### src/rtl/stage_mem.sv
// Memory stage: single-cycle scalar load/store plus 4-beat 128-bit matrix load/store
// over a 32-bit word-addressed data memory port.
module stage_mem #(
  parameter int DMEM_AW = 10
) (
  input  logic               clk,
  input  logic               rst_n,
  input  logic               mem_valid,
  input  logic [31:0]        mem_alu_o,
  input  logic [31:0]        mem_rs2_data,
  input  logic [127:0]       mem_matrix_i,
  input  logic               mem_mem_read,
  input  logic               mem_mem_write,
  input  logic               mem_mat_load,
  input  logic               mem_mat_store,
  input  logic               mem_mem2reg,
  input  logic               mem_reg_write,
  input  logic [4:0]         mem_rd,
  output logic               mem_stall,
  output logic [DMEM_AW-1:0] dmem_addr,
  output logic [31:0]        dmem_wdata,
  output logic               dmem_we,
  input  logic [31:0]        dmem_rdata,
  output logic [31:0]        wb_mem_data,
  output logic [31:0]        wb_alu_o,
  output logic [127:0]       wb_matrix_o,
  output logic               wb_mem2reg,
  output logic               wb_reg_write,
  output logic [4:0]         wb_rd,
  output logic               wb_valid
);

  typedef enum logic [1:0] {
    IDLE = 2'd0,
    MLD  = 2'd1,
    MST  = 2'd2
  } state_e;

  state_e               state_q, state_d;
  logic [1:0]           beat_q, beat_d;
  logic [DMEM_AW-1:0]   base_q, base_d;
  logic [127:0]         buf_q, buf_d;
  logic [4:0]           rd_q, rd_d;
  logic                 mem2reg_q, mem2reg_d;
  logic                 reg_write_q, reg_write_d;
  logic [31:0]          alu_q, alu_d;

  logic [31:0]          wb_mem_data_q, wb_mem_data_d;
  logic [31:0]          wb_alu_q, wb_alu_d;
  logic [127:0]         wb_matrix_q, wb_matrix_d;
  logic                 wb_mem2reg_q, wb_mem2reg_d;
  logic                 wb_reg_write_q, wb_reg_write_d;
  logic [4:0]           wb_rd_q, wb_rd_d;
  logic                 wb_valid_q, wb_valid_d;

  logic                 stall_s;
  logic                 we_s;
  logic [DMEM_AW-1:0]   addr_s;
  logic [31:0]          wdata_s;
  logic                 unused_s;

  // Read-enable carries no information: the memory port reads combinationally every cycle.
  assign unused_s = mem_mem_read;

  function automatic logic [31:0] word_sel(input logic [127:0] v, input logic [1:0] k);
    logic [31:0] w;
    case (k)
      2'd0:    w = v[31:0];
      2'd1:    w = v[63:32];
      2'd2:    w = v[95:64];
      default: w = v[127:96];
    endcase
    return w;
  endfunction

  always_comb begin
    state_d        = state_q;
    beat_d         = beat_q;
    base_d         = base_q;
    buf_d          = buf_q;
    rd_d           = rd_q;
    mem2reg_d      = mem2reg_q;
    reg_write_d    = reg_write_q;
    alu_d          = alu_q;
    wb_mem_data_d  = wb_mem_data_q;
    wb_alu_d       = wb_alu_q;
    wb_matrix_d    = wb_matrix_q;
    wb_mem2reg_d   = wb_mem2reg_q;
    wb_rd_d        = wb_rd_q;
    wb_valid_d     = 1'b0;
    wb_reg_write_d = 1'b0;
    stall_s        = 1'b0;
    we_s           = 1'b0;
    addr_s         = mem_alu_o[DMEM_AW+1:2];
    wdata_s        = mem_rs2_data;
    case (state_q)
      IDLE: begin
        if (mem_valid) begin
          if (mem_mat_store || mem_mat_load) begin
            stall_s     = 1'b1;
            base_d      = mem_alu_o[DMEM_AW+1:2];
            rd_d        = mem_rd;
            mem2reg_d   = mem_mem2reg;
            reg_write_d = mem_reg_write;
            alu_d       = mem_alu_o;
            beat_d      = 2'd1;
            // Store has priority over load when both flags are set.
            if (mem_mat_store) begin
              we_s    = 1'b1;
              wdata_s = mem_matrix_i[31:0];
              buf_d   = mem_matrix_i;
              state_d = MST;
            end else begin
              buf_d   = {96'd0, dmem_rdata};
              state_d = MLD;
            end
          end else begin
            we_s           = mem_mem_write;
            wb_mem_data_d  = dmem_rdata;
            wb_alu_d       = mem_alu_o;
            wb_matrix_d    = mem_matrix_i;
            wb_mem2reg_d   = mem_mem2reg;
            wb_reg_write_d = mem_reg_write;
            wb_rd_d        = mem_rd;
            wb_valid_d     = 1'b1;
          end
        end else begin
          we_s = 1'b0;
        end
      end
      MLD: begin
        addr_s  = base_q + DMEM_AW'(beat_q);
        stall_s = (beat_q != 2'd3);
        case (beat_q)
          2'd1:    buf_d[63:32]  = dmem_rdata;
          2'd2:    buf_d[95:64]  = dmem_rdata;
          default: buf_d[127:96] = dmem_rdata;
        endcase
        if (beat_q == 2'd3) begin
          wb_matrix_d    = {dmem_rdata, buf_q[95:0]};
          wb_mem_data_d  = dmem_rdata;
          wb_alu_d       = alu_q;
          wb_mem2reg_d   = mem2reg_q;
          wb_reg_write_d = reg_write_q;
          wb_rd_d        = rd_q;
          wb_valid_d     = 1'b1;
          beat_d         = 2'd0;
          state_d        = IDLE;
        end else begin
          beat_d = beat_q + 2'd1;
        end
      end
      MST: begin
        addr_s  = base_q + DMEM_AW'(beat_q);
        we_s    = 1'b1;
        wdata_s = word_sel(buf_q, beat_q);
        stall_s = (beat_q != 2'd3);
        if (beat_q == 2'd3) begin
          wb_alu_d       = alu_q;
          wb_mem2reg_d   = 1'b0;
          wb_rd_d        = rd_q;
          wb_valid_d     = 1'b1;
          beat_d         = 2'd0;
          state_d        = IDLE;
        end else begin
          beat_d = beat_q + 2'd1;
        end
      end
      default: begin
        state_d = IDLE;
        beat_d  = 2'd0;
      end
    endcase
  end

  // Port strobes are gated by reset so a mid-burst abort stops writes immediately.
  assign mem_stall  = rst_n & stall_s;
  assign dmem_we    = rst_n & we_s;
  assign dmem_addr  = addr_s;
  assign dmem_wdata = wdata_s;

  always_ff @(posedge clk or negedge rst_n) begin
    if (!rst_n) begin
      state_q        <= IDLE;
      beat_q         <= 2'd0;
      base_q         <= '0;
      buf_q          <= 128'd0;
      rd_q           <= 5'd0;
      mem2reg_q      <= 1'b0;
      reg_write_q    <= 1'b0;
      alu_q          <= 32'd0;
      wb_mem_data_q  <= 32'd0;
      wb_alu_q       <= 32'd0;
      wb_matrix_q    <= 128'd0;
      wb_mem2reg_q   <= 1'b0;
      wb_reg_write_q <= 1'b0;
      wb_rd_q        <= 5'd0;
      wb_valid_q     <= 1'b0;
    end else begin
      state_q        <= state_d;
      beat_q         <= beat_d;
      base_q         <= base_d;
      buf_q          <= buf_d;
      rd_q           <= rd_d;
      mem2reg_q      <= mem2reg_d;
      reg_write_q    <= reg_write_d;
      alu_q          <= alu_d;
      wb_mem_data_q  <= wb_mem_data_d;
      wb_alu_q       <= wb_alu_d;
      wb_matrix_q    <= wb_matrix_d;
      wb_mem2reg_q   <= wb_mem2reg_d;
      wb_reg_write_q <= wb_reg_write_d;
      wb_rd_q        <= wb_rd_d;
      wb_valid_q     <= wb_valid_d;
    end
  end

  assign wb_mem_data  = wb_mem_data_q;
  assign wb_alu_o     = wb_alu_q;
  assign wb_matrix_o  = wb_matrix_q;
  assign wb_mem2reg   = wb_mem2reg_q;
  assign wb_reg_write = wb_reg_write_q;
  assign wb_rd        = wb_rd_q;
  assign wb_valid     = wb_valid_q;

endmodule

### config.mk
export PLATFORM = sky130hd
export DESIGN_NAME = stage_mem
export DESIGN_NICKNAME = d
export VERILOG_FILES = /design/src/rtl/stage_mem.sv
export SDC_FILE = /design/constraint.sdc
export NUM_CORES = 1
export LEC_CHECK = 0
export CAP_MARGIN = 20
export CORE_MARGIN = 2
export CORE_UTILIZATION = 50
export CTS_CLUSTER_DIAMETER = 200
export DETAILED_ROUTE_END_ITERATION = 10
export PLACE_DENSITY = 0.81
export REMOVE_ABC_BUFFERS = 1
export SLEW_MARGIN = 20
export SYNTH_ARGS = -nofsm -noshare
export SYNTH_HDL_FRONTEND = slang
export SYNTH_SLANG_ARGS = --single-unit
### constraint.sdc
create_clock -name clk -period 3.43 [get_ports clk]
set_clock_uncertainty 0.15 [all_clocks]
set_input_delay 0.686 -clock clk [delete_from_list [all_inputs] [get_ports clk]]
set_output_delay 0.686 -clock clk [all_outputs]
set_load 0.01 [all_outputs]
==> impl_metrics.ini <==
[logic_synthesis]
synth_compound_area_share_pct = 11.5
synth-simple-area-share_pct = 3.18
ys_types = 42
synth-async-reset-ratio_pct = 100
synthTopCellsByCount = 416 x mux2_2, 371 x dfrtp_1, 111 x mux2_1, 96 x a22o_1, 83 x clkbuf_1
synthAdderAreaFrac_pct = 0.758
ys.flop_type = dfrtp_1
syn_area_per_cell_um2 = 12.9
netlist_area_um2 = 19100
ys_seq_area_share_pct = 48.5
yosysMostFrequentCell = mux2_2
synth_seq_cells = 371
synthTopCellsByArea = dfrtp_1 48%, mux2_2 24%, mux2_1 6.5%
synth_top_area_cell = dfrtp_1
synth_edf_count = 0
muxShareOfSynthArea_pct = 32.8
synth_xor_area_share_pct = 0.0915
yosysWarningCount = 0
synth_cells = 1488
yosys.area.top_type_share_pct = 48.5
synth_top_family_by_area = multiplexers

[route]
routed_wl_um = 60700
topRoutingLayerUsed = met5
ant_nets = 0
met3_length_um = 5530
vias = 14600
drt_iter0_drc = 683
met2_length_um = 29700
routed_via_density = 5.86
wl_per_cell_um = 24.3
drc = 0
drt-pass1-iter-count = 5
drt-met1-wl_um = 23600

[grt]
antenna_found_initial = 8
grt_pass1_vias = 15500
grt_pass1_wl_um = 91000
grt_max_degree = 156
grt_usage_pct = 30.3
grt_remaining_overflow = 0

[clock_tree]
clk_pin_slew_ns = 0.06
cts_tree = built
clock_latency_ns = 0.56
htreeDepth = 2
clock_path_buffers = 3
cts_sinks = 371
cts_buffers = 41
root_buffer = clkbuf_16

[sta]
holdWs_ns = 0.332
setup_slack_ns = 0.00576
finalCritPeriodShare_pct = 99.8
hold_viol_final = 0
maxSlewHeadroom_pct = 33.4
clock.fmax_mhz = 292
min_period_ns = 3.42
setup_viol = 0
rsz0062_at_grt = true
worstMarginPinSlew_ns = 0.999
slew_viol_final = 0
finalSetupTns_ns = 0

[floorplan]
core_area_um2 = 37700
die_x_um = 200
start_util_pct = 50.8
die-area_um2 = 39900
io_pins = 482
floorplan.rows = 71
fp.dieH_um = 200

[power]
ir_drop_mv = 0.784
total_power_mw = 27.2
p_leak_nw = 11.0
power_density_nw_per_um2 = 1030

[critical_path]
cp.arrival_ns = 2.59
critPathBufInv = 5
crit_path_top_delay_cell = dfrtp_2
path_class = reg -> out
crit_required_ns = 2.59
end_kind = output port
crit_path_start_kind = flip-flop
cpMostUsedCell = buf_4
critPathTopFamily = buffers and inverters
crit_chain = buf_4 > inv_4 > ha_4 > buf_4 > buf_12 > a22oi_1 > a211oi_2 > a221o_1 > dlygate4sd2_1
critPathMaxFanout = 12
slowest_delay_ns = 0.39

[job]
drv_cap = 0

[placement]
gp_congestion = 0.842
io_buffer_count = 480
pre_cts_ws_ns = -0.205
place_hpwl_um = 41000
postPlaceCellArea_um2 = 24800
post-place-cells = 2409

[final_layout]
nNetsFinal = 2197
final_area_um2 = 26400
drive_gt1_share_pct = 30.3
post-route-util_pct = 70.1
syn2layout_area_growth_pct = 38.0
final_cells = 2497
nFillCells = 2687

[min_path]
hold_path.class = reg -> reg

[run_status]
status = finished clean
where the power goes:
group          switching, mW  total [mW]  internal [mW]
registers               1.21        7.74           6.53
logic                   6.98        15.1           8.13
clock network           1.82        4.39           2.57
total                   10.0        27.2           17.2
layer usage:
layer  GRT usage [%]  vias to the layer above
met5               0                        -
met4            11.6                        4
met3            9.08                      109
met2            51.0                      563
met1            36.4                     7448
li1                -                     6508
cell usage in the layout (no fill, tap or decap), types with 31 or more instances in the layout:
| cell | Yosys | layout |
|---|---|---|
| mux2i_1 | 34 | 34 |
| o21ai_0 | 40 | 40 |
| buf_4 | 4 | 31 |
| a22o_1 | 96 | 96 |
| a21oi_1 | 38 | 37 |
| nor2b_1 | 36 | 35 |
| dlygate4sd2_1 | 0 | 40 |
| clkbuf_16 | 0 | 43 |
| a221o_1 | 32 | 32 |
| dfrtp_1 | 371 | 370 |
| clkdlybuf4s50_1 | 0 | 435 |
| mux2_1 | 111 | 111 |
| mux2_2 | 416 | 416 |
| nand2_1 | 44 | 43 |
layout make-up:
type	instances	area (um^2)	share of cell area, %
inverter	12	47.5	0.180
antenna	6	15.0	0.0568
multi-input combinational	983	9590	36.3
tap	511	639	2.42
clock buffer	65	1250	4.73
sequential	371	9290	35.1
timing repair buffer	539	5520	20.9
clock inverter	10	81.3	0.308
worst paths after layout:
check                                        startpoint                           end  slack, ns  cells after the start
min reg2reg                wb_matrix_o[109]$_DFFE_PN0P_  wb_matrix_o[109]$_DFFE_PN0P_       0.33                      1
max in group asynchronous                         rst_n   wb_matrix_o[38]$_DFFE_PN0P_       1.11                      4
min in group asynchronous                         rst_n        state_q[0]$_DFFE_PN0P_       0.36                      2
min                        wb_matrix_o[109]$_DFFE_PN0P_  wb_matrix_o[109]$_DFFE_PN0P_       0.33                      1
max reg2reg                      state_q[1]$_DFFE_PN0P_   wb_matrix_o[78]$_DFFE_PN0P_       0.79                      5
max                               beat_q[0]$_DFFE_PN0P_                dmem_wdata[14]      0.006                      9
flip-flops by register name (all words and copies together) (netlist names):
register,count
buf_q,128
wb_matrix_o,128
wb_alu_o,32
wb_mem_data,32
alu_q,23
base_q,9
rd_q,5
wb_rd,5
beat_q,2
state_q,2
mem2reg_q,1
reg_write_q,1
wb_mem2reg,1
wb_reg_write,1
wb_valid,1
what timing repair did:
item | CTS | global route
gates resized for setup | 104 | 6
hold buffers | 1 | 0
cloned | 1 | 0
pin swaps | 4 | 4
endpoints found under the setup margin | 42 | 8
setup buffers | 2 | 3
hold endpoints to repair | 2 | 0
kinds of logic (layout without fill, tap and decap cells):
group / count (synthesis) / count (layout)
fa+ha+maj: 11 / 11
xor+xnor: 2 / 2
other cells: 0 / 6
simple gates: 118 / 118
mux: 561 / 561
compound gates: 291 / 291
flops: 371 / 371
buf+inv: 134 / 626
Power figures use the tool's default switching activity.
